$ cat src/rtl/deck_reader_if.sv
// Bus bundle for the deck reader: the deck RAM read port and the card stream
// toward the dealer logic.
interface deck_reader_if #(
  parameter int ADDR_W = 6,
  parameter int DATA_W = 4
);
  logic [ADDR_W-1:0] ram_addr;
  logic              ram_wr_en;
  logic [DATA_W-1:0] ram_data;
  logic              card_valid;
  logic              card_ready;
  logic [DATA_W-1:0] card_value;

  modport master (
    output ram_addr, ram_wr_en, card_valid, card_value,
    input  ram_data, card_ready
  );

  modport slave (
    input  ram_addr, ram_wr_en, card_valid, card_value,
    output ram_data, card_ready
  );
endinterface

$ cat src/rtl/deck_reader.sv
// Fetches the shuffled deck from RAM one card at a time and presents each card
// on a valid/ready stream, counting cards left and flagging an exhausted deck.
module deck_reader #(
  parameter int ADDR_W      = 6,
  parameter int DATA_W      = 4,
  parameter int DECK_SIZE   = 52,
  parameter int BASE_ADDR   = 0,
  parameter int RAM_LATENCY = 1
) (
  input  logic            clk,
  input  logic            rst,
  input  logic            start,
  deck_reader_if.master   bus,
  output logic [ADDR_W:0] cards_left,
  output logic            deck_empty,
  output logic            busy
);

  localparam int WCW = $clog2(RAM_LATENCY + 2);
  localparam logic [ADDR_W-1:0] BASE = ADDR_W'(BASE_ADDR);
  localparam logic [ADDR_W:0]   DECK = (ADDR_W+1)'(DECK_SIZE);
  localparam logic [WCW-1:0]    LAT  = WCW'(RAM_LATENCY);

  typedef enum logic [2:0] {
    IDLE    = 3'd0,
    FETCH   = 3'd1,
    WAIT    = 3'd2,
    PRESENT = 3'd3,
    EMPTY   = 3'd4
  } state_t;

  state_t            state;
  logic [ADDR_W-1:0] ptr;
  logic [WCW-1:0]    wait_cnt;

  assign bus.ram_wr_en = 1'b0;

  // Deck-walk FSM; start overrides every state, including a pending handshake.
  always_ff @(posedge clk or posedge rst) begin
    if (rst) begin
      state          <= IDLE;
      ptr            <= BASE;
      wait_cnt       <= '0;
      bus.ram_addr   <= BASE;
      bus.card_valid <= 1'b0;
      bus.card_value <= '0;
      cards_left     <= '0;
      deck_empty     <= 1'b0;
      busy           <= 1'b0;
    end else if (start) begin
      state          <= FETCH;
      ptr            <= BASE;
      wait_cnt       <= '0;
      bus.card_valid <= 1'b0;
      cards_left     <= DECK;
      deck_empty     <= 1'b0;
      busy           <= 1'b1;
    end else begin
      case (state)
        IDLE: begin
          busy <= 1'b0;
        end
        FETCH: begin
          bus.ram_addr <= ptr;
          wait_cnt     <= '0;
          state        <= WAIT;
        end
        // The first WAIT edge is where the RAM samples the new address.
        WAIT: begin
          if (wait_cnt == LAT) begin
            bus.card_value <= bus.ram_data;
            bus.card_valid <= 1'b1;
            state          <= PRESENT;
          end else begin
            wait_cnt <= wait_cnt + WCW'(1);
          end
        end
        PRESENT: begin
          if (bus.card_ready) begin
            bus.card_valid <= 1'b0;
            ptr            <= ptr + ADDR_W'(1);
            cards_left     <= cards_left - (ADDR_W+1)'(1);
            if (cards_left == (ADDR_W+1)'(1)) begin
              deck_empty <= 1'b1;
              busy       <= 1'b0;
              state      <= EMPTY;
            end else begin
              state <= FETCH;
            end
          end
        end
        EMPTY: begin
          bus.card_valid <= 1'b0;
          deck_empty     <= 1'b1;
          busy           <= 1'b0;
        end
        default: begin
          bus.card_valid <= 1'b0;
          busy           <= 1'b0;
          state          <= IDLE;
        end
      endcase
    end
  end

endmodule
$ cat src/flat_wrapper.sv
// flat-port wrapper written by rule: the top's interface ports become plain ports
module deck_reader_flat 
#(
  parameter int ADDR_W      = 6,
  parameter int DATA_W      = 4,
  parameter int DECK_SIZE   = 52,
  parameter int BASE_ADDR   = 0,
  parameter int RAM_LATENCY = 1
)
  (clk, rst, start, cards_left, deck_empty, busy, bus_ram_addr, bus_ram_wr_en, bus_card_valid, bus_card_value, bus_ram_data, bus_card_ready);
  deck_reader_if #(.ADDR_W(ADDR_W), .DATA_W(DATA_W)) bus_i ();
  input  logic clk;
  input  logic rst;
  input  logic start;
  output logic [ADDR_W:0] cards_left;
  output logic deck_empty;
  output logic busy;
  output wire logic [$bits(bus_i.ram_addr)-1:0] bus_ram_addr;
  output wire logic [$bits(bus_i.ram_wr_en)-1:0] bus_ram_wr_en;
  output wire logic [$bits(bus_i.card_valid)-1:0] bus_card_valid;
  output wire logic [$bits(bus_i.card_value)-1:0] bus_card_value;
  input wire logic [$bits(bus_i.ram_data)-1:0] bus_ram_data;
  input wire logic [$bits(bus_i.card_ready)-1:0] bus_card_ready;
  assign bus_ram_addr = bus_i.ram_addr;
  assign bus_ram_wr_en = bus_i.ram_wr_en;
  assign bus_card_valid = bus_i.card_valid;
  assign bus_card_value = bus_i.card_value;
  assign bus_i.ram_data = bus_ram_data;
  assign bus_i.card_ready = bus_card_ready;
  deck_reader #(.ADDR_W(ADDR_W), .DATA_W(DATA_W), .DECK_SIZE(DECK_SIZE), .BASE_ADDR(BASE_ADDR), .RAM_LATENCY(RAM_LATENCY)) u_core (.clk(clk), .rst(rst), .start(start), .bus(bus_i), .cards_left(cards_left), .deck_empty(deck_empty), .busy(busy));
endmodule
$ cat config.mk
export PLATFORM = sky130hd
export DESIGN_NAME = deck_reader_flat
export DESIGN_NICKNAME = d
export VERILOG_FILES = /design/src/rtl/deck_reader_if.sv /design/src/rtl/deck_reader.sv /design/src/flat_wrapper.sv
export SDC_FILE = /design/constraint.sdc
export NUM_CORES = 1
export LEC_CHECK = 0
export CORE_ASPECT_RATIO = 1.25
export CORE_UTILIZATION = 55
export CTS_CLUSTER_DIAMETER = 30
export DETAILED_ROUTE_END_ITERATION = 12
export MAX_ROUTING_LAYER = met4
export PLACE_DENSITY = 0.82
export SKIP_LAST_GASP = 1
export SYNTH_ARGS = -nofsm -noshare
export SYNTH_HDL_FRONTEND = slang
export SYNTH_SLANG_ARGS = --single-unit
$ cat constraint.sdc
create_clock -name clk -period 3.59 [get_ports clk]
set_input_delay 0.718 -clock clk [delete_from_list [all_inputs] [get_ports clk]]
set_output_delay 0.718 -clock clk [all_outputs]
set_load 0.02 [all_outputs]
==> flow_summary.json, run 1 <==
{
  "netlist_area_sq_um": 1510,
  "synth-seq-cells": 31,
  "synth_xor_area_share_pct": 1.16,
  "crit_path_start": "bus_card_ready",
  "endpoint_kind": "register",
  "fp.dieW_um": 48.9,
  "finClkSkew_ns": 0.00930,
  "design_power_total_w": 0.000686,
  "place.gp.congestion": 0.791,
  "grt_pass1_wl_um": 4970,
  "finalWorstSetupSlack_ns": 1.43,
  "whs_path_depth": 1,
  "placed_area_sq_um": 1790,
  "nets": 177,
  "fin_crit_sh_pct": 60.2,
  "start_kind": "primary input",
  "drtIter0Drc": 44,
  "synth_compound_area_share_pct": 12.2,
  "synthTopCellsByCount": "dfrtp_1 (31), a21oi_1 (12), nor2_1 (10)",
  "muxShareOfSynthArea_pct": 9.61,
  "place.detailed.hpwl_um": 1960,
  "cts-buffers-inserted": 5,
  "hold_viol": 0,
  "synth_top_area_share_pct": 51.4,
  "tritoncts": "yes",
  "worst_pin_slew_ns": 0.496,
  "grt_max_degree": 32,
  "utilization_pct": 72.3,
  "portBuffers": 27,
  "fmax_mhz": 463,
  "routed_wirelength_um": 2790,
  "power.density_nw_per_um2": 375,
  "crit_required_ns": 3.84,
  "synthDistinctLibCells": 43,
  "cp.arrival_ns": 2.41,
  "antenna_found_initial": 0,
  "drive_gt1_share_pct": 7.93,
  "boundaryPins": 29,
  "dieHeight_um": 60.6,
  "yosysTopAreaCell": "dfrtp_1",
  "critPathMaxFanout": 12,
  "ant_nets": 0,
  "ys_seq_area_share_pct": 51.4,
  "num_vias": 1162,
  "grt_pass1_vias": 1112,
  "first_pass_iters": 4,
  "wl_per_cell_um": 14.2,
  "synth_fp_nets": 150,
  "rr_startpoint": "u_core.state[1]$_DFFE_PP0P_",
  "stdcell_area_sq_um": 1830,
  "rsz0062_at_grt": "no",
  "synthFlopType": "dfrtp_1",
  "ir_worst_vdd_v": 0.000338,
  "die_area_sq_um": 2960,
  "start_util_pct": 59.8,
  "clockBufferDepth": 2,
  "synth_top_family_by_area": "simple AND/OR/NAND/NOR gates",
  "tns_ns": 0,
  "num_rows": 20,
  "slew_headroom_pct": 66.7,
  "synthTopCellsByArea": "dfrtp_1 (51%), mux2_1 (6.0%), a21oi_1 (4.0%)",
  "synthAdderAreaFrac_pct": 3.31,
  "grtUsageTotal_pct": 23.4,
  "finalSetupViolations": 0,
  "synth-simple-area-share_pct": 17.1,
  "hold_class": "reg -> reg",
  "avgViaCountPerCell": 5.90,
  "reg2reg_depth": 3,
  "core_area_sq_um": 2530,
  "yosys_warnings": 0,
  "layout_min_cycle_time_ns": 2.16,
  "report.final.slew_viol_count": 0,
  "area_growth_syn_to_layout_pct": 21.0,
  "synthCells": 138,
  "cts_max_level": 2,
  "clockRootBuffer": "clkbuf_4",
  "clk_pin_slew_worst_paths_ns": 0.09,
  "post-cts-setup-buffers": 0,
  "gr-total-overflow": 0,
  "insertion_delay_ns": 0.32,
  "n_fill_cell": 171,
  "cts_resized": 0,
  "num_antenna_cells": 0,
  "min_from": "u_core.bus.ram_addr[1]$_DFFE_PP0P_",
  "yosysMostFrequentCell": "dfrtp_1",
  "cts_sinks": 31,
  "status": "completed",
  "crit_type": "in -> reg",
  "drc": 0,
  "pre_cts_ws_ns": 1.09,
  "drv_cap": 0,
  "hold_buffers": 0,
  "postSynthAreaPerCell_sq_um": 10.9,
  "synth_edf_count": 0,
  "ys_async_sr_fraction_pct": 100,
  "p_leak_nw": 0.780
}
-- metal layers --
layer | vias to the layer above | global-route usage (%) | wire [um] | share of wire, %
met2 | 33 | 37.3 | 1440 | 52
met1 | 576 | 27.5 | 1190 | 43
met4 | 0 | 8.82 | 14 | 0.50
met5 | - | - | 0 | 0
met3 | 4 | 8.27 | 144 | 5.2
li1 | 549 | - | - | -
-- sequential cells by signal, indices dropped and copies added (netlist names) --
signal                 cells
u_core.cards_left          7
u_core.bus.ram_addr        6
u_core.ptr                 6
u_core.bus.card_value      4
u_core.state               3
u_core.wait_cnt            2
u_core.bus.card_valid      1
u_core.busy                1
u_core.deck_empty          1
-- cells by family after synthesis --
logic type	Yosys count
AOI/OAI and AO/OA	29
xor gates and xnor gates	2
adders and majority gates	4
buffers and inverters	16
DFF	31
muxes	13
other	1
and+or+nand+nor	42
-- worst paths after layout --
path                                                       to  slack, ns
setup reg to reg                    u_core.ptr[5]$_DFFE_PP0P_       1.71
max in group asynchronous  u_core.bus.ram_addr[0]$_DFFE_PP0P_       2.54
min in group asynchronous   u_core.bus.card_valid$_DFFE_PP0P_       0.76
hold reg to reg            u_core.bus.ram_addr[1]$_DFFE_PP0P_       0.49
setup / recovery                    u_core.ptr[5]$_DFFE_PP0P_       1.43
hold / removal             u_core.bus.ram_addr[1]$_DFFE_PP0P_       0.49
-- per-stage QoR --
step                      hold WS (ns)  std cells
after floorplan                  0.472        138
after global placement           0.468        191
after detailed placement         0.478        191
after CTS                        0.496        197
after global routing             0.518        197
final                            0.490        197
-- cells in the final DEF, fill, tap and decap left out, drive strengths merged, types with 2 or more instances in the layout --
master         netlist  final
a21oi               12     12
a311o                2      2
a31oi                2      2
buf                  8      2
clkbuf               1      6
clkdlybuf4s50        0     27
dfrtp               31     31
ha                   4      4
inv                  7      7
mux2                12     12
nand2                6      6
nand2b               2      2
nand3                2      2
nand4                2      2
nand4b               3      3
nor2                10     10
nor2b                4      4
nor4                 2      2
o21ai                4      4
or3                  5      5
-- critical path, cell delays in order --
cell	delay [ns]
clkdlybuf4s50_1	0.57
nand4b_1	0.36
or4_1	0.61
a21oi_1	0.15
-- cell type report --
type	instances	area (sq um)	share of cell area, %
flip-flops and latches	31	776	42.4
multi-input cells	91	658	36.0
repair buffers	29	285	15.6
clock buffers	6	41.3	2.26
well taps	33	41.3	2.26
inverters	7	26.3	1.44
-- report_power, final --
part,internal (W),leakage (nW),total (W),switching [W]
clock,0.0000695,0.0242,0.000173,0.000104
combinational,0.0000608,0.350,0.000124,0.0000632
sequential,0.000367,0.406,0.000389,0.0000214
(Power assumes the default switching activity.)
==> inputs of run 2 (changes only) <==
Settings changed: CORE_UTILIZATION 55 to 46, PLACE_DENSITY 0.82 to 0.73.
Clock period 3.59 ns to 1.8 ns, I/O delays scaled along.
==> flow_summary.json, run 2 (synthesized netlist as in run 1, its figures left out) <==
{
  "core_area_sq_um": 3030,
  "drtIter0Drc": 24,
  "first_pass_iters": 4,
  "layout_common_cells": "dfrtp_1 (31), clkdlybuf4s50_1 (24), a21oi_1 (12), buf_4 (12), nor2_1 (10)",
  "place.gp.congestion": 0.834,
  "die_area_sq_um": 3520,
  "stdcell_area_sq_um": 1930,
  "dieHeight_um": 66.1,
  "fp.dieW_um": 53.3,
  "fin_crit_sh_pct": 95.9,
  "grt_max_degree": 32,
  "netSwitchingFraction_pct": 27.7,
  "report.final.slew_viol_count": 0,
  "clk_pin_slew_worst_paths_ns": 0.10,
  "drive_gt1_share_pct": 14.3,
  "cts_sinks": 31,
  "finalWorstSetupSlack_ns": 0.0740,
  "start_kind": "register",
  "clockBufferDepth": 2,
  "pre_cts_ws_ns": -0.0629,
  "num_rows": 22,
  "cts-buffers-inserted": 5,
  "crit_chain": "clkdlybuf4s50_1",
  "tritoncts": "yes",
  "crit_path_max_incr_delay_ns": 0.62,
  "clockRootBuffer": "clkbuf_4",
  "utilization_pct": 63.6,
  "rr_startpoint": "u_core.state[1]$_DFFE_PP0P_",
  "rrSetupSlack_ns": 0.15,
  "hold_class": "in -> async",
  "area_growth_syn_to_layout_pct": 27.5,
  "placed_area_sq_um": 1870,
  "cts_max_level": 2,
  "num_antenna_cells": 0,
  "cp_slowest_cell": "clkdlybuf4s50_1",
  "p_seq_share_pct": 52.9,
  "path_buf_inv": 1,
  "status": "completed",
  "power.density_nw_per_um2": 755,
  "start_util_pct": 49.9,
  "portBuffers": 27,
  "antenna_found_initial": 0,
  "endpoint_kind": "primary output",
  "post-cts-setup-buffers": 0,
  "gr-total-overflow": 0,
  "num_vias": 1200,
  "avgViaCountPerCell": 5.69,
  "routed_wirelength_um": 3160,
  "reg2reg_depth": 4,
  "place.detailed.hpwl_um": 2300,
  "nets": 187,
  "critPathTopFamily": "buffers and inverters",
  "cp.arrival_ns": 1.37,
  "drc": 0,
  "layout_commonest_cell": "dfrtp_1",
  "finalSetupViolations": 0,
  "crit_required_ns": 1.44,
  "crit_type": "reg -> out",
  "ant_nets": 0,
  "largest_reg_flops": 7,
  "drv_cap": 0,
  "wl_per_cell_um": 15.0,
  "power_switching_w": 0.000403,
  "r2r-end": "u_core.cards_left[5]$_DFFE_PP0P_",
  "grt_pass1_vias": 1272,
  "p_int_w": 0.00105,
  "hold_viol": 0,
  "fmax_mhz": 579,
  "grt_pass1_wl_um": 5430,
  "rsz0062_at_grt": "no",
  "critPathMaxFanout": 5,
  "boundaryPins": 29,
  "layout_min_cycle_time_ns": 1.73,
  "p_leak_nw": 0.845,
  "holdWs_ns": 0.399,
  "reg_top3": "u_core.cards_left: 7 flops, u_core.bus.ram_addr: 6 flops, u_core.ptr: 6 flops",
  "ir_worst_vdd_v": 0.000568,
  "top_register": "u_core.cards_left",
  "power_frac_comb_pct": 19.0,
  "finClkSkew_ns": 0.00910,
  "insertion_delay_ns": 0.33,
  "grtUsageTotal_pct": 22.3,
  "p_clk_share_pct": 28.1
}
==> run 2: power by group through the flow <==
stage / clock network (W) / registers, W / logic, W
finish: 0.000408 / 0.000769 / 0.000277
global route: 0.000455 / 0.000777 / 0.000303
CTS: 0.000427 / 0.000770 / 0.000281
detailed placement: 0 / 0.000784 / 0.000278
global placement: 0 / 0.000781 / 0.000267
floorplan: 0 / 0.000807 / 0.000129
==> run 2: worst max path at each step <==
stage / startpoint / to / slack, ns / depth (start not counted)
after floorplan: u_core.wait_cnt[0]$_DFFE_PP0P_ / u_core.wait_cnt[0]$_DFFE_PP0P_ / 0.31 / 4
after global placement: bus_card_ready / u_core.cards_left[5]$_DFFE_PP0P_ / -0.003 / 5
after detailed placement: bus_card_ready / u_core.cards_left[5]$_DFFE_PP0P_ / -0.06 / 5
after CTS: u_core.cards_left[4]$_DFFE_PP0P_ / cards_left[4] / 0.01 / 1
after global routing: u_core.cards_left[5]$_DFFE_PP0P_ / cards_left[5] / 0.007 / 1
final: u_core.cards_left[0]$_DFFE_PP0P_ / cards_left[0] / 0.07 / 1
==> run 2: stage by stage <==
stage	power, W	TNS [ns]	instances
after floorplan	0.000935	0	138
after global placement	0.00105	-0.00277	204
after detailed placement	0.00106	-0.157	204
after CTS	0.00148	0	211
after global routing	0.00154	0	211
final	0.00145	0	211
==> run 2: repair_timing <==
action,in CTS,in global routing
gates cloned,0,0
hold buffers,0,0
hold endpoints to repair,0,0
endpoints found under the setup margin,1,2
pin swaps,0,0
gates resized for setup,1,2
==> run 2: metal layers <==
metal | part of all wire [%] | GRT usage (%)
met1 | 41 | 25.2
met4 | 2.1 | 13.2
met3 | 5.0 | 5.06
met5 | 0 | -
met2 | 52 | 35.5
==> run 2: final cells by class <==
cell class / count / area (sq um)
Tap cell: 36 / 45.0
Sequential cell: 31 / 776
Timing Repair Buffer: 39 / 364
Fill cell: 263 / 1100
Inverter: 7 / 26.3
Multi-Input combinational cell: 91 / 658
Clock buffer: 6 / 51.3
Clock inverter: 1 / 5.00
==> inputs of run 3 (changes only) <==
Settings changed: PLACE_DENSITY 0.73 to not set, PLACE_DENSITY_LB_ADDON set to 0.1.
==> flow_summary.json, run 3 (synthesized netlist as in run 1, its figures left out) <==
{
  "status": "completed",
  "largest_reg_flops": 7,
  "routed_wirelength_um": 3100,
  "top_register": "u_core.cards_left",
  "wl_met3_um": 143,
  "met1_length_um": 1350,
  "dieHeight_um": 66.1,
  "critPathMaxFanout": 4,
  "grt_pass1_wl_um": 5440,
  "highest_layer": "met4",
  "num_vias": 1189,
  "num_rows": 22,
  "place.detailed.hpwl_um": 2220,
  "crit_required_ns": 1.44,
  "hold_viol": 0,
  "nets": 188,
  "layout_min_cycle_time_ns": 1.73,
  "cp_slowest_cell": "clkdlybuf4s50_1",
  "finClkSkew_ns": 0.00410,
  "report.final.slew_viol_count": 0,
  "wl_met2_um": 1550,
  "endpoint_kind": "primary output",
  "power.density_nw_per_um2": 774,
  "first_pass_iters": 5,
  "crit_path_max_incr_delay_ns": 0.63,
  "portBuffers": 27,
  "layout_common_cells": "dfrtp_1 (31), clkdlybuf4s50_1 (23), buf_4 (13)",
  "pre_cts_ws_ns": -0.0596,
  "insertion_delay_ns": 0.33,
  "hold_class": "in -> async",
  "critPathTopFamily": "buffers and inverters",
  "layout_commonest_cell": "dfrtp_1",
  "ir_worst_vdd_v": 0.000757,
  "ant_nets": 0,
  "fp.dieW_um": 53.3,
  "gr-total-overflow": 0,
  "p_seq_share_pct": 51.0,
  "area_growth_syn_to_layout_pct": 28.7,
  "path_buf_inv": 1,
  "clockRootBuffer": "clkbuf_4",
  "netSwitchingFraction_pct": 26.8,
  "rsz0062_at_grt": "no",
  "fmax_mhz": 578,
  "crit_cells": 1,
  "core_area_sq_um": 3030,
  "p_leak_nw": 0.867,
  "die_area_sq_um": 3520,
  "fin_crit_sh_pct": 96.1,
  "post-cts-setup-buffers": 0,
  "finalSetupViolations": 0,
  "wl_per_cell_um": 14.5,
  "num_antenna_cells": 0,
  "cp.arrival_ns": 1.37,
  "boundaryPins": 29,
  "tritoncts": "yes",
  "avgViaCountPerCell": 5.58,
  "placed_area_sq_um": 1870,
  "p_clk_share_pct": 30.6,
  "crit_type": "reg -> out",
  "drtIter0Drc": 18,
  "drive_gt1_share_pct": 14.7,
  "power_frac_comb_pct": 18.4,
  "grtUsageTotal_pct": 22.6,
  "reg2reg_depth": 4,
  "cts-buffers-inserted": 5,
  "drv_cap": 0,
  "clockBufferDepth": 2,
  "power_switching_w": 0.000403,
  "crit_chain": "clkdlybuf4s50_1",
  "place.gp.congestion": 0.816,
  "p_int_w": 0.00110,
  "holdWs_ns": 0.403,
  "grt_pass1_vias": 1179,
  "start_util_pct": 49.9,
  "design_power_total_w": 0.00151,
  "reg_top3": "u_core.cards_left: 7 flops, u_core.bus.ram_addr: 6 flops, u_core.ptr: 6 flops",
  "finalWorstSetupSlack_ns": 0.0705,
  "clk_pin_slew_worst_paths_ns": 0.09,
  "tns_ns": 0,
  "stdcell_area_sq_um": 1940,
  "cts_sinks": 31,
  "start_kind": "register",
  "antenna_found_initial": 0,
  "drc": 0,
  "cts_max_level": 2,
  "grt_max_degree": 32
}
[run 3: worst paths after layout]
kind / startpoint / to / slack [ns]
min in group clk: u_core.bus.ram_addr[2]$_DFFE_PP0P_ / u_core.bus.ram_addr[2]$_DFFE_PP0P_ / 0.49
worst max-delay path: u_core.cards_left[5]$_DFFE_PP0P_ / cards_left[5] / 0.07
worst max register to register: u_core.wait_cnt[0]$_DFFE_PP0P_ / u_core.wait_cnt[0]$_DFFE_PP0P_ / 0.16
worst min-delay path: rst / u_core.cards_left[2]$_DFFE_PP0P_ / 0.40
max in group asynchronous: rst / u_core.wait_cnt[0]$_DFFE_PP0P_ / 1.11
worst min register to register: u_core.bus.ram_addr[2]$_DFFE_PP0P_ / u_core.bus.ram_addr[2]$_DFFE_PP0P_ / 0.49
[run 3: final cells by class]
type | instances | area (sq um)
fillers | 272 | 1080
well taps | 36 | 45.0
multi-input cells | 91 | 658
flip-flops and latches | 31 | 776
repair buffers | 40 | 370
clock buffers | 8 | 68.8
inverters | 7 | 26.3
[run 3: power by group through the flow]
| stage | sequential [W] | clock (W) | combinational (W) |
|---|---|---|---|
| floorplan | 0.000807 | 0 | 0.000129 |
| detailed placement | 0.000781 | 0 | 0.000282 |
| CTS | 0.000768 | 0.000476 | 0.000282 |
| global placement | 0.000778 | 0 | 0.000276 |
| global route | 0.000773 | 0.000514 | 0.000306 |
| finish | 0.000768 | 0.000460 | 0.000278 |
[run 3: layer usage]
metal / track usage (%) / vias up
met1: 26.4 / 581
li1: - / 573
met5: - / -
met2: 35.3 / 29
met4: 9.87 / 0
met3: 6.90 / 6
[run 3: what timing repair did]
item	CTS	global route
endpoints found under the setup margin	2	2
resized for setup	2	2
hold buffers	0	0
[run 3: per-stage QoR]
stage,utilization (%),instances
after floorplan,-,138
after global routing,64.2,213
after global placement,61.9,205
after CTS,64.0,213
after detailed placement,61.9,205
final,64.2,213
